$ cat src/rtl/picobus128_master.sv
// PicoBus 128-bit initiator: turns a valid/ready request stream into single-cycle bus strobes
// and returns read data, write acks and alignment errors as a valid/ready response.
`timescale 1ns/1ps
module picobus128_master #(
  parameter int unsigned ADDR_W       = 32,
  parameter int unsigned DATA_W       = 128,
  parameter int unsigned READ_LATENCY = 1
) (
  input  logic              PicoClk,
  input  logic              PicoRst_n,
  input  logic              req_valid,
  output logic              req_ready,
  input  logic              req_wr,
  input  logic [ADDR_W-1:0] req_addr,
  input  logic [DATA_W-1:0] req_wdata,
  output logic              rsp_valid,
  input  logic              rsp_ready,
  output logic [DATA_W-1:0] rsp_rdata,
  output logic              rsp_err,
  output logic              rsp_is_wr,
  output logic [ADDR_W-1:0] m_addr,
  output logic [DATA_W-1:0] m_wdata,
  output logic              m_rd,
  output logic              m_wr,
  input  logic [DATA_W-1:0] m_rdata,
  output logic [31:0]       rd_count,
  output logic [31:0]       wr_count
);

  localparam logic [1:0] StIdle  = 2'd0;
  localparam logic [1:0] StIssue = 2'd1;
  localparam logic [1:0] StWait  = 2'd2;
  localparam logic [1:0] StResp  = 2'd3;

  logic [1:0]        state_q, state_d;
  logic              rdy_q, rdy_d;
  logic              wr_q, wr_d;
  logic [2:0]        lat_q, lat_d;
  logic [ADDR_W-1:0] m_addr_q, m_addr_d;
  logic [DATA_W-1:0] m_wdata_q, m_wdata_d;
  logic              m_rd_q, m_rd_d;
  logic              m_wr_q, m_wr_d;
  logic              rsp_valid_q, rsp_valid_d;
  logic [DATA_W-1:0] rsp_rdata_q, rsp_rdata_d;
  logic              rsp_err_q, rsp_err_d;
  logic              rsp_is_wr_q, rsp_is_wr_d;
  logic [31:0]       rd_count_q, rd_count_d;
  logic [31:0]       wr_count_q, wr_count_d;

  always_comb begin
    state_d     = state_q;
    rdy_d       = 1'b1;
    wr_d        = wr_q;
    lat_d       = lat_q;
    // Bus outputs default to zero so an idle master never pollutes the OR-combined bus.
    m_addr_d    = '0;
    m_wdata_d   = '0;
    m_rd_d      = 1'b0;
    m_wr_d      = 1'b0;
    rsp_valid_d = rsp_valid_q;
    rsp_rdata_d = rsp_rdata_q;
    rsp_err_d   = rsp_err_q;
    rsp_is_wr_d = rsp_is_wr_q;
    rd_count_d  = rd_count_q;
    wr_count_d  = wr_count_q;

    unique case (state_q)
      StIdle: begin
        if (req_valid && rdy_q) begin
          if (req_addr[3:0] != 4'd0) begin
            state_d     = StResp;
            rsp_valid_d = 1'b1;
            rsp_err_d   = 1'b1;
            rsp_rdata_d = '0;
            rsp_is_wr_d = req_wr;
          end else begin
            state_d   = StIssue;
            wr_d      = req_wr;
            m_addr_d  = req_addr;
            m_wdata_d = req_wdata;
            m_wr_d    = req_wr;
            m_rd_d    = ~req_wr;
          end
        end
      end
      StIssue: begin
        if (wr_q) begin
          wr_count_d  = wr_count_q + 32'd1;
          state_d     = StResp;
          rsp_valid_d = 1'b1;
          rsp_err_d   = 1'b0;
          rsp_rdata_d = '0;
          rsp_is_wr_d = 1'b1;
        end else begin
          lat_d   = 3'(READ_LATENCY);
          state_d = StWait;
        end
      end
      StWait: begin
        if (lat_q == 3'd1) begin
          rsp_rdata_d = m_rdata;
          rd_count_d  = rd_count_q + 32'd1;
          state_d     = StResp;
          rsp_valid_d = 1'b1;
          rsp_err_d   = 1'b0;
          rsp_is_wr_d = 1'b0;
        end else begin
          lat_d = lat_q - 3'd1;
        end
      end
      StResp: begin
        if (rsp_ready) begin
          state_d     = StIdle;
          rsp_valid_d = 1'b0;
          rsp_rdata_d = '0;
          rsp_err_d   = 1'b0;
          rsp_is_wr_d = 1'b0;
        end
      end
      default: state_d = StIdle;
    endcase
  end

  always_ff @(posedge PicoClk or negedge PicoRst_n) begin
    if (!PicoRst_n) begin
      state_q     <= StIdle;
      rdy_q       <= 1'b0;
      wr_q        <= 1'b0;
      lat_q       <= 3'd0;
      m_addr_q    <= '0;
      m_wdata_q   <= '0;
      m_rd_q      <= 1'b0;
      m_wr_q      <= 1'b0;
      rsp_valid_q <= 1'b0;
      rsp_rdata_q <= '0;
      rsp_err_q   <= 1'b0;
      rsp_is_wr_q <= 1'b0;
      rd_count_q  <= '0;
      wr_count_q  <= '0;
    end else begin
      state_q     <= state_d;
      rdy_q       <= rdy_d;
      wr_q        <= wr_d;
      lat_q       <= lat_d;
      m_addr_q    <= m_addr_d;
      m_wdata_q   <= m_wdata_d;
      m_rd_q      <= m_rd_d;
      m_wr_q      <= m_wr_d;
      rsp_valid_q <= rsp_valid_d;
      rsp_rdata_q <= rsp_rdata_d;
      rsp_err_q   <= rsp_err_d;
      rsp_is_wr_q <= rsp_is_wr_d;
      rd_count_q  <= rd_count_d;
      wr_count_q  <= wr_count_d;
    end
  end

  // rdy_q keeps req_ready low while reset is held and until the first clock after release.
  assign req_ready = (state_q == StIdle) && rdy_q;
  assign rsp_valid = rsp_valid_q;
  assign rsp_rdata = rsp_rdata_q;
  assign rsp_err   = rsp_err_q;
  assign rsp_is_wr = rsp_is_wr_q;
  assign m_addr    = m_addr_q;
  assign m_wdata   = m_wdata_q;
  assign m_rd      = m_rd_q;
  assign m_wr      = m_wr_q;
  assign rd_count  = rd_count_q;
  assign wr_count  = wr_count_q;

endmodule

$ cat config.mk
export PLATFORM = sky130hd
export DESIGN_NAME = picobus128_master
export DESIGN_NICKNAME = d
export VERILOG_FILES = /design/src/rtl/picobus128_master.sv
export SDC_FILE = /design/constraint.sdc
export NUM_CORES = 1
export LEC_CHECK = 0
export BUFFER_PORTS_ARGS = -buffer_cell sky130_fd_sc_hd__buf_2
export CORE_AREA = 2 2 255 257
export CTS_CLUSTER_SIZE = 28
export DETAILED_ROUTE_END_ITERATION = 12
export DIE_AREA = 0 0 257 259
export GPL_TIMING_DRIVEN = 0
export HOLD_SLACK_MARGIN = 0.08
export PLACE_DENSITY = 0.52
export SLEW_MARGIN = 20
export SYNTH_ARGS = -nofsm -noshare
export SYNTH_HDL_FRONTEND = slang
export SYNTH_SLANG_ARGS = --single-unit
$ cat constraint.sdc
create_clock -name PicoClk -period 3.06 [get_ports PicoClk]
set_input_delay 0.306 -clock PicoClk [delete_from_list [all_inputs] [get_ports PicoClk]]
set_output_delay 0.306 -clock PicoClk [all_outputs]
set_load 0.03 [all_outputs]
; Word-level counts from Yosys, hierarchy flattened
; Index checks and enable logic that the tools add are counted.
[word_totals]
ff_bits = 364
latchBits = 0
mem_bits_rw = 0
romBits = 0
input_bits = 293
out_inout_bits = 358
word_cells = 80
n_memories = 0
[op_classes]
addsub = 3
mul = 0
div = 0
magnitude_cmp = 0
n_eq_ne = 11
n_shift = 0
n_mux = 39
bitwise_logic = 2
reduce_logical = 11
[op_table]
columns = cell, n
row1 = two-way mux 128 bit, 8
row2 = one-hot mux 128 bit (4 select lines), 1
row3 = two-way mux 32 bit, 3
row4 = "adder 32 x 1 -> 32 bit, second input constant", 2
row5 = two-way mux 1 bit, 16
row6 = "!= test 2 bit, second input constant", 7
row7 = one-hot mux 1 bit (4 select lines), 3
row8 = AND reduction 3 bit, 3
row9 = two-way mux 2 bit, 4
row10 = one-hot mux 2 bit (4 select lines), 1
row11 = two-way mux 3 bit, 2
row12 = one-hot mux 3 bit (2 select lines), 1
row13 = AND reduction 5 bit, 1
row14 = "== test 2 bit, second input constant", 2
row15 = AND reduction 2 bit, 2
row16 = nonzero test 4 bit, 1
row17 = "== test 3 x 1 -> 1 bit, second input constant", 1
row18 = "subtractor 3 x 1 -> 3 bit, second input constant", 1
row19 = "== test 2 x 1 -> 1 bit, second input constant", 1
row20 = logical AND 1 bit, 2
row21 = logical NOT 2 bit, 1
row22 = NOT 1 bit, 2
row23 = nonzero test 2 bit, 1

; Longest topological paths before layout
; Gate-level depths: netlist of run 1.
[logic_depth]
word_depth = 4
mapped_depth = 10

; Worst setup path before layout of run 1
; No wires, ideal clock.
[synth_path]
path_kind = register to register
startpoint = register state_q[0]
endpoint = register rsp_err_q (netlist: rsp_err)
setup_ns = 0.125
arrival_ns = 2.103
t_required_ns = 2.935
path_slack_ns = 0.832
path_stages_with_launch = 9
path_buffers = 3
path_cell_list = dfrtp_1 inv_1 ha_1 buf_2 a222oi_1 nand3_2 buf_6 buf_6 mux2_4
[synth_between]
elab_chain_len = 3
word_cells_on_any_way = 11
cone_classes = eq/ne (8) / mux (1) / reduce/logical (2)
[synth_rtl]
columns = element, line_no
row1 = start: declaration, 35  ; logic [1:0] state_q, state_d;
row2 = start signal: assignment, 126  ; state_q <= StIdle;
row3 = start signal: assignment, 141  ; state_q <= state_d;
row4 = "== test 2 x 1 -> 1 bit, or another cell as far along", 67  ; unique case (state_q)
row5 = != test 2 bit (no source line), -
row6 = AND reduction 5 bit (no source line), -
row7 = end signal: assignment, 151  ; rsp_err_q <= rsp_err_d;
row8 = end: declaration, 45  ; logic rsp_err_q, rsp_err_d;
; Several ways; a longest one is shown, not always the timed one.
; A chain may end at the register's enable or synchronous reset.

; Worst setup path after layout of run 1
[layout_path]
startpoint = register state_q[0]
endpoint = register m_wdata_q[126] (netlist: m_wdata[126])
[layout_between]
elab_chain_len = 2
[layout_rtl]
columns = element, line_no
row1 = logical NOT 2 bit, 67
row2 = two-way mux 128 bit, 67
row3 = named net m_wdata_d[126], 40  ; logic [DATA_W-1:0] m_wdata_q, m_wdata_d;
row4 = end signal: assignment, 146  ; m_wdata_q <= m_wdata_d;
row5 = end: declaration, 40
; The timed path passes the listed nets, and every way through them passes these cells.

==> results.rst, run 1 <==
.. list-table::
   :header-rows: 1

   * - Metric
     - Value
   * - Total core area
     - 0.06388 mm²
   * - Setup-violating endpoint count in the final report
     - 0
   * - Wire length of the first global-routing pass
     - 81280 µm
   * - DIE HEIGHT
     - 259 µm
   * - Starting density of the core
     - 21.17%
   * - Crit path max-delay cell type
     - sky130_fd_sc_hd__clkbuf_1
   * - Library cell with the highest instance count after synthesis
     - sky130_fd_sc_hd__dfrtp_1
   * - Vias
     - 12360
   * - Final routed DRC violation total
     - 0
   * - Number of storage elements in the synthesis netlist
     - 364
   * - Most instantiated cells after synthesis
     - sky130_fd_sc_hd__dfrtp_1 (364), sky130_fd_sc_hd__nand2_1 (292), sky130_fd_sc_hd__and2_1 (159)
   * - Routed length per placed instance
     - 17.66 µm
   * - Worst-case clock buffer depth
     - 3
   * - Total number of placement rows
     - 93
   * - Post-route design area
     - 0.02240 mm²
   * - Commonest register cell after synthesis
     - sky130_fd_sc_hd__dfrtp_1
   * - Area of the die
     - 0.06656 mm²
   * - Die extent in x
     - roughly 260 µm
   * - Worst min path class
     - primary input to register
   * - Worst slew margin relative to its limit
     - 45.29%
   * - Seq. cell area
     - 0.009109 mm²
   * - Min cycle time layout
     - 2695 ps
   * - Data arrival time of the worst path
     - 3190 ps
   * - Syn Inst Count
     - 1197
   * - Max capacitance violation total
     - 0
   * - Critical path fanouts, max
     - 10
   * - Share of post-route cells with drive strength above 1
     - between 30 and 40%
   * - Clk pin slew, worst setup/hold paths
     - 60 ps
   * - Area after DPL
     - 0.01798 mm²
   * - Global-route total usage across every layer
     - between 10% and 20%
   * - Final Wtd Congestion
     - between 0.9 and 1
   * - Overflow left after global routing
     - 0
   * - Clock tree from TritonCTS
     - built
   * - Share of flip-flops with an asynchronous set or reset after synthesis
     - 100.0%
   * - Number of enable flip-flop cells after synthesis
     - 0
   * - Detail Route Antenna Nets
     - 0
   * - Leakage
     - 11.70 nW
   * - Number of ports placed on the die boundary
     - 651
   * - Pin slew with the least headroom to its limit
     - just over 800 ps
   * - Number of buffers created by CTS
     - 44
   * - Pre-antenna DRT Iters
     - 5
   * - Sink Count
     - 364
   * - H-Tree Depth
     - 2
   * - Proportion of netlist area held by the largest area contributor
     - 67.36%
   * - Fin nets
     - 2491
   * - Type of origin of the critical path
     - register
   * - Detailed-placement wirelength estimate
     - about 41000 µm
   * - Area used by multi-input combinational logic
     - 0.004091 mm²
   * - Buffer type at the clock tree root
     - sky130_fd_sc_hd__clkbuf_16
   * - Leading post-synthesis cells by cell area
     - sky130_fd_sc_hd__dfrtp_1 (67%), sky130_fd_sc_hd__nand2_1 (8.1%), sky130_fd_sc_hd__and2_1 (7.4%)
   * - Mapped Area
     - roughly 0.014 mm²
   * - Cell area power density
     - 785.6 mW/mm²
   * - Max stage delay on crit path
     - 480 ps
   * - Synthesized area per cell
     - approximately 11 µm²
   * - Worst-skew pair later-pin latency
     - around 560 ps
   * - Max Transition Viols Final
     - 0
   * - IO Port Bufs
     - 650
   * - Number of distinct library cell variants in the gate-level netlist after synthesis
     - 39
   * - Crit path capture type
     - register
   * - Drt via density
     - 4.007
   * - Cells along the critical path
     - inv_1 > ha_1 > nand2_1 > nor2_2 > clkbuf_2 > clkbuf_1 > and2_1
   * - Area added between synthesis and finish
     - 65.61%
   * - Worst IR drop on VDD
     - approximately 0.4 mV
   * - Number of warnings issued by yosys
     - 0
   * - Area leader, netlist
     - sky130_fd_sc_hd__dfrtp_1
   * - Outcome
     - finished, final reports clean
   * - Vias in the first global route
     - about 13000
   * - Setup repair after global routing missed its margin
     - no
   * - Iteration-0 DRC count of the detailed router
     - between 500 and 600
   * - Setup skew after layout
     - around 11 ps
   * - Endpoints failing hold
     - 0
   * - Filler cell count in the final layout
     - ~6400
   * - Hold_ws
     - 239.5 ps
   * - Ratio of final minimum period to clock period
     - between 80% and 90%
   * - Largest net degree at the start of global routing
     - 98
   * - Number of antenna violations at the first check in global routing
     - 9
   * - Share of synthesized area occupied by flip-flops and latches
     - ~67%
   * - Setup CP Type
     - register to register
   * - Endpoint required time on the critical path
     - 3560 ps
   * - Final Routed Wirelength
     - around 54000 µm
   * - Maximum clock frequency
     - about 370 MHz
cells by family (layout without fill, tap and decap cells):
family | count (synthesis) | in the layout | synth area share [%]
AOI/OAI and AO/OA | 143 | 143 | 5.468
xor gates and xnor gates | 62 | 62 | 4.016
other | 2 | 12 | 0.05554
DFF | 364 | 364 | 67.36
and+or+nand+nor | 541 | 541 | 19.24
buffers and inverters | 71 | 1093 | 2.591
muxes | 5 | 5 | 0.4348
adders and majority gates | 9 | 9 | 0.8327
layer usage:
layer  vias to the layer above  global-route usage, %  wire (µm)
li1                       5850                      -          -
met1                      5923                  17.75      20920
met2                       488                  27.61      26690
met3                        94                  5.819       4537
met4                         4                  6.686       2267
met5                         -                      0         31
state kept, by name, summed over array words and instances (netlist names):
name       flops
wr_q           1
rsp_valid      1
rsp_err        1
state_q        2
m_rd           1
rsp_rdata    128
m_addr        32
rd_count      32
wr_count      32
rdy_q          1
m_wr           1
lat_q          3
m_wdata      128
rsp_is_wr      1
metrics by stage:
stage                     cells  setup slack (ps)  power [mW]  setup TNS, ps  util [%]
after global routing       3083             119.0       18.67              0     35.05
after global placement     2705             -5581       12.00       -2115800     27.95
after CTS                  3075             10.08       17.94              0     35.00
after detailed placement   2709            -418.7       12.13         -37740     28.15
after floorplan            1200             831.8       9.643              0         -
final                      3084             365.5       17.59              0     35.06
where the power goes:
group          switching, mW  leakage (nW)  internal (mW)
combinational           4.41          5.97           1.78
sequential             0.442          4.99           5.61
clock                   2.15         0.745           3.21
total                   7.00          11.7           10.6
layout make-up:
cell class | instances | area share (%)
buffer | 61 | 1.408
clock buffer | 57 | 5.537
inverter | 10 | 0.1676
sequential | 364 | 40.67
tap | 855 | 4.777
clock inverter | 22 | 1.134
antenna | 7 | 0.07822
timing repair buffer | 943 | 27.96
multi-input combinational | 765 | 18.27
cell usage in the layout, fill, tap and decap left out, types with 9 or more instances in the layout:
cell                              n
sky130_fd_sc_hd__ha_1             9
sky130_fd_sc_hd__and2_1         159
sky130_fd_sc_hd__inv_1           10
sky130_fd_sc_hd__dlygate4sd3_1  287
sky130_fd_sc_hd__nand2_1        292
sky130_fd_sc_hd__clkbuf_16       44
sky130_fd_sc_hd__clkinv_2        11
sky130_fd_sc_hd__buf_6           11
sky130_fd_sc_hd__o21ai_1         90
sky130_fd_sc_hd__nor2_1          18
sky130_fd_sc_hd__dfrtp_1        364
sky130_fd_sc_hd__clkbuf_8         9
sky130_fd_sc_hd__xor2_1          16
sky130_fd_sc_hd__clkbuf_1        51
sky130_fd_sc_hd__nand3_1         25
sky130_fd_sc_hd__xnor2_1         46
sky130_fd_sc_hd__buf_2          650
sky130_fd_sc_hd__o21ai_0         45
sky130_fd_sc_hd__nand4_1         12
worst paths after layout:
kind | startpoint | to | slack, ps | depth (start not counted)
worst max-delay path | state_q[0] | m_wdata[126] | 370 | 7
worst min-delay path | req_addr[3] | m_rd | 240 | 4
worst max register to register | state_q[0] | m_wdata[126] | 370 | 7
worst min register to register | rsp_is_wr | rsp_is_wr | 470 | 2
max in group asynchronous | PicoRst_n | m_wdata[75] | 1400 | 5
min in group asynchronous | PicoRst_n | wr_count[30] | 340 | 3
timing repair:
| action | CTS | global route |
|---|---|---|
| pin swaps | 0 | 1 |
| hold buffers | 287 | 0 |
| gates cloned | 0 | 0 |
| endpoints found under the setup margin | 141 | 161 |
| buffers inserted | 0 | 2 |
| hold endpoints to repair | 382 | 0 |
| gates resized for setup | 2 | 1 |
critical path, delay by kind of cell (launching register included):
family / cells / cell delay, ps
fa+ha+maj: 1 / 310
flops: 1 / 400
buf+inv: 3 / 1020
simple gates: 3 / 870
Note: power is estimated with default switching activity, not from simulation.
==> inputs of run 2 (changes only) <==
Clock period 3.06 ns to 2.6 ns, I/O delays scaled along.
==> results.rst, run 2 (synthesis gave the netlist of run 1 again) <==
.. list-table::
   :header-rows: 1

   * - Metric
     - Value
   * - Final Wtd Congestion
     - 0.9087 (unchanged)
   * - Max capacitance violation total
     - 0 (unchanged)
   * - Most common library cell in the layout ignoring fill and taps
     - sky130_fd_sc_hd__buf_2
   * - Worst-skew pair later-pin latency
     - 570 ps (about the same)
   * - Global-route total usage across every layer
     - 15.99% (about the same)
   * - Sink Count
     - 364 (unchanged)
   * - Total number of placement rows
     - 93 (unchanged)
   * - Vias
     - 12380 (+0.18%)
   * - Clk pin slew, worst setup/hold paths
     - 60 ps (about the same)
   * - Setup skew after layout
     - 12.02 ps (+0.6366 ps)
   * - Endpoint required time on the critical path
     - 3100 ps (-460 ps)
   * - Number of antenna violations at the first check in global routing
     - 8 (-1)
   * - Worst-case clock buffer depth
     - 3 (unchanged)
   * - Final core occ
     - 35.17% (+0.12 points)
   * - Reg-to-Reg Start
     - state_q[0]
   * - Clock power frac
     - 30.4% (about the same)
   * - Final routed DRC violation total
     - 0 (unchanged)
   * - Share of post-route cells with drive strength above 1
     - 34.68% (+0.70 points)
   * - Pre-antenna DRT Iters
     - 5 (unchanged)
   * - Drt via density
     - 4.011 (about the same)
   * - Buffer type at the clock tree root
     - sky130_fd_sc_hd__clkbuf_16
   * - Number of buffers created by CTS
     - 44 (unchanged)
   * - Largest net degree at the start of global routing
     - 98 (unchanged)
   * - Worst slew margin relative to its limit
     - 56.47% (+11 points)
   * - Max Transition Viols Final
     - 0 (unchanged)
   * - Detailed-placement wirelength estimate
     - 40720 µm (unchanged)
   * - Length of routed met3 wiring
     - 4478 µm (-1.3%)
   * - Worst min path class
     - primary input to register
   * - Overflow left after global routing
     - 0 (unchanged)
   * - Internal power contribution
     - 12.52 mW (+18%)
   * - Uppermost routed layer
     - met5
   * - Total core area
     - 0.06388 mm² (unchanged)
   * - Detail Route met2 WL
     - 26710 µm (about the same)
   * - H-Tree Depth
     - 2 (unchanged)
   * - Net switching component of the power
     - 8.240 mW (+18%)
   * - IO Port Bufs
     - 650 (unchanged)
   * - Vias in the first global route
     - 13390 (+0.14%)
   * - Cell area power density
     - 923.7 mW/mm² (+18%)
   * - Pin slew with the least headroom to its limit
     - 653.0 ps (-161.4 ps)
   * - Clock tree from TritonCTS
     - built
   * - Min cycle time layout
     - 2380 ps (-314.1 ps)
   * - Area of the die
     - 0.06656 mm² (unchanged)
   * - DIE HEIGHT
     - 259 µm (unchanged)
   * - Top library cells by usage in the layout, fill and taps aside
     - sky130_fd_sc_hd__buf_2 (649), sky130_fd_sc_hd__dfrtp_1 (364), sky130_fd_sc_hd__nand2_1 (292), sky130_fd_sc_hd__dlygate4sd3_1 (287), sky130_fd_sc_hd__and2_1 (159)
   * - Routed length on met1
     - 20950 µm (+0.14%)
   * - Starting density of the core
     - 21.17% (unchanged)
   * - Type of origin of the critical path
     - register
   * - Ratio of final minimum period to clock period
     - 91.56% (+3.5 points)
   * - Data arrival time of the worst path
     - 2880 ps (-310 ps)
   * - Outcome
     - finished, final reports clean
   * - Setup-violating endpoint count in the final report
     - 0 (unchanged)
   * - Design Power
     - 20.76 mW (+18%)
   * - Routed length per placed instance
     - 17.64 µm (about the same)
   * - Share of power burned in combinational logic
     - 35.3% (+0.2 points)
   * - Wire length of the first global-routing pass
     - 81360 µm (+0.10%)
   * - Sw Share
     - 39.70% (-0.059 points)
   * - Beginning of the critical path
     - state_q[0]
   * - Detail Route Antenna Nets
     - 0 (unchanged)
   * - Setup CP Type
     - register to register
   * - Crit path capture type
     - register
   * - Setup repair after global routing missed its margin
     - no
   * - Endpoints failing hold
     - 0 (unchanged)
   * - Die extent in x
     - 257 µm (unchanged)
   * - Hold Path Origin
     - req_addr[3]
   * - Maximum clock frequency
     - 420.1 MHz (+13%)
   * - Worst setup slack for register-to-register paths
     - 220 ps (-150 ps)
   * - Filler cell count in the final layout
     - 6428 (-0.25%)
   * - Power share of the sequential group
     - 34.3% (about the same)
   * - Fin nets
     - 2495 (+0.16%)
   * - Number of ports placed on the die boundary
     - 651 (unchanged)
   * - Critical path fanouts, max
     - 10 (unchanged)
   * - Worst IR drop on VDD
     - 0.4809 mV (+18%)
   * - Leakage
     - 11.79 nW (+0.75%)
   * - Final Routed Wirelength
     - 54470 µm (about the same)
   * - Area added between synthesis and finish
     - 66.16%
   * - Iteration-0 DRC count of the detailed router
     - 487 (-3.8%)
## run 2: cell count changes in the layout (fill, tap and decap cells not counted), moves of 2 or more
| cell | delta |
|---|---|
| sky130_fd_sc_hd__buf_4 | +4 |
| sky130_fd_sc_hd__clkbuf_1 | -10 |
| sky130_fd_sc_hd__clkbuf_2 | +10 |
| sky130_fd_sc_hd__nor3_1 | -2 |
| sky130_fd_sc_hd__nor3_4 | +2 |
## run 2: repair_timing
action	CTS	global route
hold buffers	287	0
setup buffers	4	2
setup endpoints to repair	256	87
endpoints found under the hold margin	382	0
resized for setup	6	22
pin swaps	1	2
gates cloned	0	0
## run 2: per-stage QoR
stage / instances / setup TNS (ps) / hold WS, ps / cell area, µm² / worst slack (ps)
floorplan: 1200 / 0 / -35.59 / 13530 / 371.8
detailed placement: 2709 / -151210 / 39.39 / 17980 / -832.7
finish: 3087 / 0 / 228.6 / 22470 / 219.5
CTS: 3079 / -146.6 / 199.5 / 22400 / -47.87
global route: 3086 / 0 / 225.8 / 22470 / 3.763
global placement: 2705 / -2385170 / 459.2 / 17860 / -5995
## run 2: power groups by stage
stage | sequential (mW) | combinational (mW) | clock, mW
2_1_floorplan | 8.98 | 2.37 | 0
3_3_place_gp | 7.18 | 6.94 | 0
3_5_place_dp | 7.22 | 7.05 | 0
4_1_cts | 7.12 | 7.49 | 6.56
5_1_grt | 7.24 | 8.00 | 6.78
6_report | 7.12 | 7.33 | 6.31
## run 2: layer usage
layer / GRT usage (%) / vias up
li1: - / 5850
met2: 27.63 / 492
met3: 5.751 / 98
met4: 6.686 / 4
met5: 0 / -
met1: 17.81 / 5937
## run 2: area by class of cell
cell class / count / area (µm²) / area share, %
buffer: 61 / 330.3 / 1.470
tap: 855 / 1070 / 4.761
antenna: 6 / 15.01 / 0.06682
timing repair buffer: 947 / 6291 / 28.00
clock buffer: 57 / 1240 / 5.518
sequential: 364 / 9109 / 40.54
inverter: 10 / 37.54 / 0.1670
clock inverter: 22 / 254.0 / 1.130
multi-input combinational: 765 / 4124 / 18.35
## run 2: final timing paths
kind,to,cells after the start
worst min-delay path,m_rd,4
worst min register to register,rsp_is_wr,2
max in group asynchronous,m_wdata[75],5
min in group asynchronous,wr_count[30],3
worst max-delay path,m_wdata[121],7
worst max register to register,m_wdata[121],7
## run 2: critical path: stages, from the launching register on
cell,delay (ps)
sky130_fd_sc_hd__dfrtp_1,400
sky130_fd_sc_hd__inv_1,150
sky130_fd_sc_hd__ha_1,310
sky130_fd_sc_hd__nand2_1,230
sky130_fd_sc_hd__nor2_4,320
sky130_fd_sc_hd__clkbuf_2,360
sky130_fd_sc_hd__clkbuf_1,330
sky130_fd_sc_hd__and2_1,200
==> inputs of run 3 (changes only) <==
Settings changed: CTS_BUF_LIST from default to sky130_fd_sc_hd__clkbuf_8 sky130_fd_sc_hd__clkbuf_16, GPL_TIMING_DRIVEN 0 to default.
==> results.rst, run 3 (synthesis gave the netlist of run 1 again) <==
.. list-table::
   :header-rows: 1

   * - Metric
     - Value
   * - Sink of the worst hold path
     - m_rd
   * - Final Wtd Congestion
     - 0.8845 (-2.7%)
   * - Number of standard cells in the layout, taps in and fillers out
     - 3043 (-1.4%)
   * - Endpoints failing hold
     - 0 (unchanged)
   * - Setup-violating endpoint count in the final report
     - 0 (unchanged)
   * - Total number of placement rows
     - 93 (unchanged)
   * - Routed length per placed instance
     - 16.50 µm (-6.5%)
   * - Type of origin of the critical path
     - register
   * - Final routed DRC violation total
     - 0 (unchanged)
   * - Hold Path Origin
     - req_valid
   * - Max capacitance violation total
     - 0 (unchanged)
   * - Filler cell count in the final layout
     - 6430 (+0.031%)
   * - Cell family with most CP delay
     - buffers and inverters
   * - Crit path capture type
     - register
   * - Outcome
     - finished, final reports clean
   * - Worst-case clock buffer depth
     - 3 (unchanged)
   * - Data arrival time of the worst path
     - 2760 ps (-120 ps)
   * - R2R cell count
     - 6 (-1)
   * - Worst slew margin relative to its limit
     - 40.58% (-16 points)
   * - Detailed-placement wirelength estimate
     - 36780 µm (-9.7%)
   * - Drt via density
     - 3.951 (-1.5%)
   * - H-Tree Depth
     - 2 (unchanged)
   * - Clock tree from TritonCTS
     - built
   * - Endpoint required time on the critical path
     - 2990 ps (-110 ps)
   * - Sink Count
     - 364 (unchanged)
   * - Largest net degree at the start of global routing
     - 200 (+100%)
   * - Buffer type at the clock tree root
     - sky130_fd_sc_hd__clkbuf_16
   * - Number of buffers created by CTS
     - 44 (unchanged)
   * - Number of placed instances with taps included
     - 2673 (-1.3%)
   * - Reg-to-reg endpoint
     - rsp_rdata[22]
   * - Starting density of the core
     - 21.17% (unchanged)
   * - Cells along the critical path
     - inv_1 > ha_1 > nand2_1 > nand3_4 > buf_12 > o21ai_0
   * - Number of buffer and inverter instances along the worst setup path
     - 2 (-1)
   * - Maximum clock frequency
     - 421.8 MHz (+0.41%)
   * - Final Routed Wirelength
     - 50220 µm (-7.8%)
   * - Critical path fanouts, max
     - 199 (+189)
   * - Ratio of final minimum period to clock period
     - 91.18% (-0.37 points)
   * - Most common library cell in the layout ignoring fill and taps
     - sky130_fd_sc_hd__buf_2
   * - Reg-to-Reg Start
     - state_q[0]
   * - Worst setup slack for register-to-register paths
     - 230 ps (about the same)
   * - Vias
     - 12020 (-2.9%)
   * - Beginning of the critical path
     - state_q[0]
   * - Iteration-0 DRC count of the detailed router
     - 445 (-8.6%)
   * - Top library cells by usage in the layout, fill and taps aside
     - sky130_fd_sc_hd__buf_2 (649), sky130_fd_sc_hd__dfrtp_1 (364), sky130_fd_sc_hd__nand2_1 (292), sky130_fd_sc_hd__dlygate4sd3_1 (286), sky130_fd_sc_hd__and2_1 (159)
   * - Worst min path class
     - primary input to register
   * - Total negative slack for setup checks
     - 0 ps (unchanged)
   * - Total core area
     - 0.06388 mm² (unchanged)
   * - Worst IR drop on VDD
     - 0.9086 mV (+89%)
   * - Area of the die
     - 0.06656 mm² (unchanged)
   * - Cell area power density
     - 895.4 mW/mm² (-3.1%)
   * - Detail Route Antenna Nets
     - 0 (unchanged)
   * - Max Transition Viols Final
     - 0 (unchanged)
   * - DIE HEIGHT
     - 259 µm (unchanged)
   * - Pre-antenna DRT Iters
     - 4 (-1)
   * - Wire length of the first global-routing pass
     - 75640 µm (-7.0%)
   * - Leakage
     - 11.72 nW (-0.63%)
   * - Global-route total usage across every layer
     - 14.71% (-1.3 points)
   * - Number of antenna violations at the first check in global routing
     - 10 (+2)
   * - Crit path max-delay cell type
     - sky130_fd_sc_hd__buf_12
   * - Min cycle time layout
     - 2371 ps (-9.718 ps)
   * - Number of ports placed on the die boundary
     - 651 (unchanged)
   * - Pin slew with the least headroom to its limit
     - 891.2 ps (+238.2 ps)
   * - Setup CP Type
     - register to register
   * - Design Power
     - 19.99 mW (-3.7%)
   * - Setup repair after global routing missed its margin
     - no
   * - Worst-skew pair later-pin latency
     - 570 ps (about the same)
   * - Count of cells along the worst hold path
     - 3 (-1)
   * - Overflow left after global routing
     - 0 (unchanged)
   * - Vias in the first global route
     - 12950 (-3.3%)
   * - Max stage delay on crit path
     - 420 ps (+20 ps)
   * - Setup skew after layout
     - 24.52 ps (+12.50 ps)
   * - Share of post-route cells with drive strength above 1
     - 34.91% (+0.23 points)
   * - Die extent in x
     - 257 µm (unchanged)
   * - IO Port Bufs
     - 650 (unchanged)
   * - Number of setup buffers added after CTS
     - 0 (-4)
   * - Clk pin slew, worst setup/hold paths
     - 60 ps (about the same)
   * - Area added between synthesis and finish
     - 65.07%
   * - Fin nets
     - 2452 (-1.7%)
-- run 3: changes by cell type in the layout (fill, tap and decap cells not counted), sizes merged --
cell         previous run  this run
buf                   671       679
clkinv                 15        10
bufinv                  4         5
clkinvlp                1         2
dlygate4sd3           287       286
clkbuf                107        52
diode                   6         5
inv                    12        20
-- run 3: worst max-delay path by stage --
stage,to,slack (ps),cells past startpoint
after floorplan,rsp_err,370,8
after global placement,rsp_err,130,7
after detailed placement,rsp_rdata[29],140,7
after CTS,rsp_rdata[22],330,6
after global routing,rsp_rdata[22],120,6
final,rsp_rdata[22],230,6
-- run 3: timing repair --
action | 4_1_cts | 5_1_grt
hold buffers | 286 | 0
hold endpoints to repair | 350 | 0
gates resized for setup | 0 | 0
-- run 3: worst register-to-register path: stages, from the launching register on --
cell	delay, ps
sky130_fd_sc_hd__dfrtp_1	400
sky130_fd_sc_hd__inv_1	190
sky130_fd_sc_hd__ha_1	310
sky130_fd_sc_hd__nand2_1	220
sky130_fd_sc_hd__nand3_4	140
sky130_fd_sc_hd__buf_12	420
sky130_fd_sc_hd__o21ai_0	540
-- run 3: per-stage QoR --
stage	utilization, %	hold slack (ps)	area [µm²]	worst slack (ps)
2_1_floorplan	-	-35.59	13530	371.8
3_3_place_gp	28.08	333.8	17940	130.5
3_5_place_dp	28.08	342.2	17940	138.2
4_1_cts	34.92	95.87	22310	327.0
5_1_grt	34.94	124.2	22320	121.8
6_report	34.94	122.2	22320	229.3
-- run 3: power by group --
| part | internal (mW) | switching, mW | leakage [nW] | total (mW) |
|---|---|---|---|---|
| logic | 1.85 | 4.64 | 5.96 | 6.49 |
| registers | 6.60 | 0.514 | 4.99 | 7.11 |
| clock network | 3.84 | 2.54 | 0.768 | 6.38 |
-- run 3: layer usage --
layer / track usage, % / wire length (µm) / vias to the layer above
met4: 5.766 / 1866 / 8
met5: 0 / 49 / -
met2: 25.64 / 24630 / 448
li1: - / - / 5756
met3: 5.575 / 4417 / 105
met1: 16.17 / 19250 / 5707
-- run 3: cell type report --
cell class / count / area, µm² / share of cell area [%]
flip-flops and latches: 364 / 9109 / 40.80
clock buffers: 52 / 1211 / 5.426
repair buffers: 965 / 6481 / 29.03
diodes: 5 / 12.51 / 0.05605
multi-input cells: 765 / 4103 / 18.38
clock inverters: 27 / 299.0 / 1.340
inverters: 10 / 37.54 / 0.1682
well taps: 855 / 1070 / 4.792
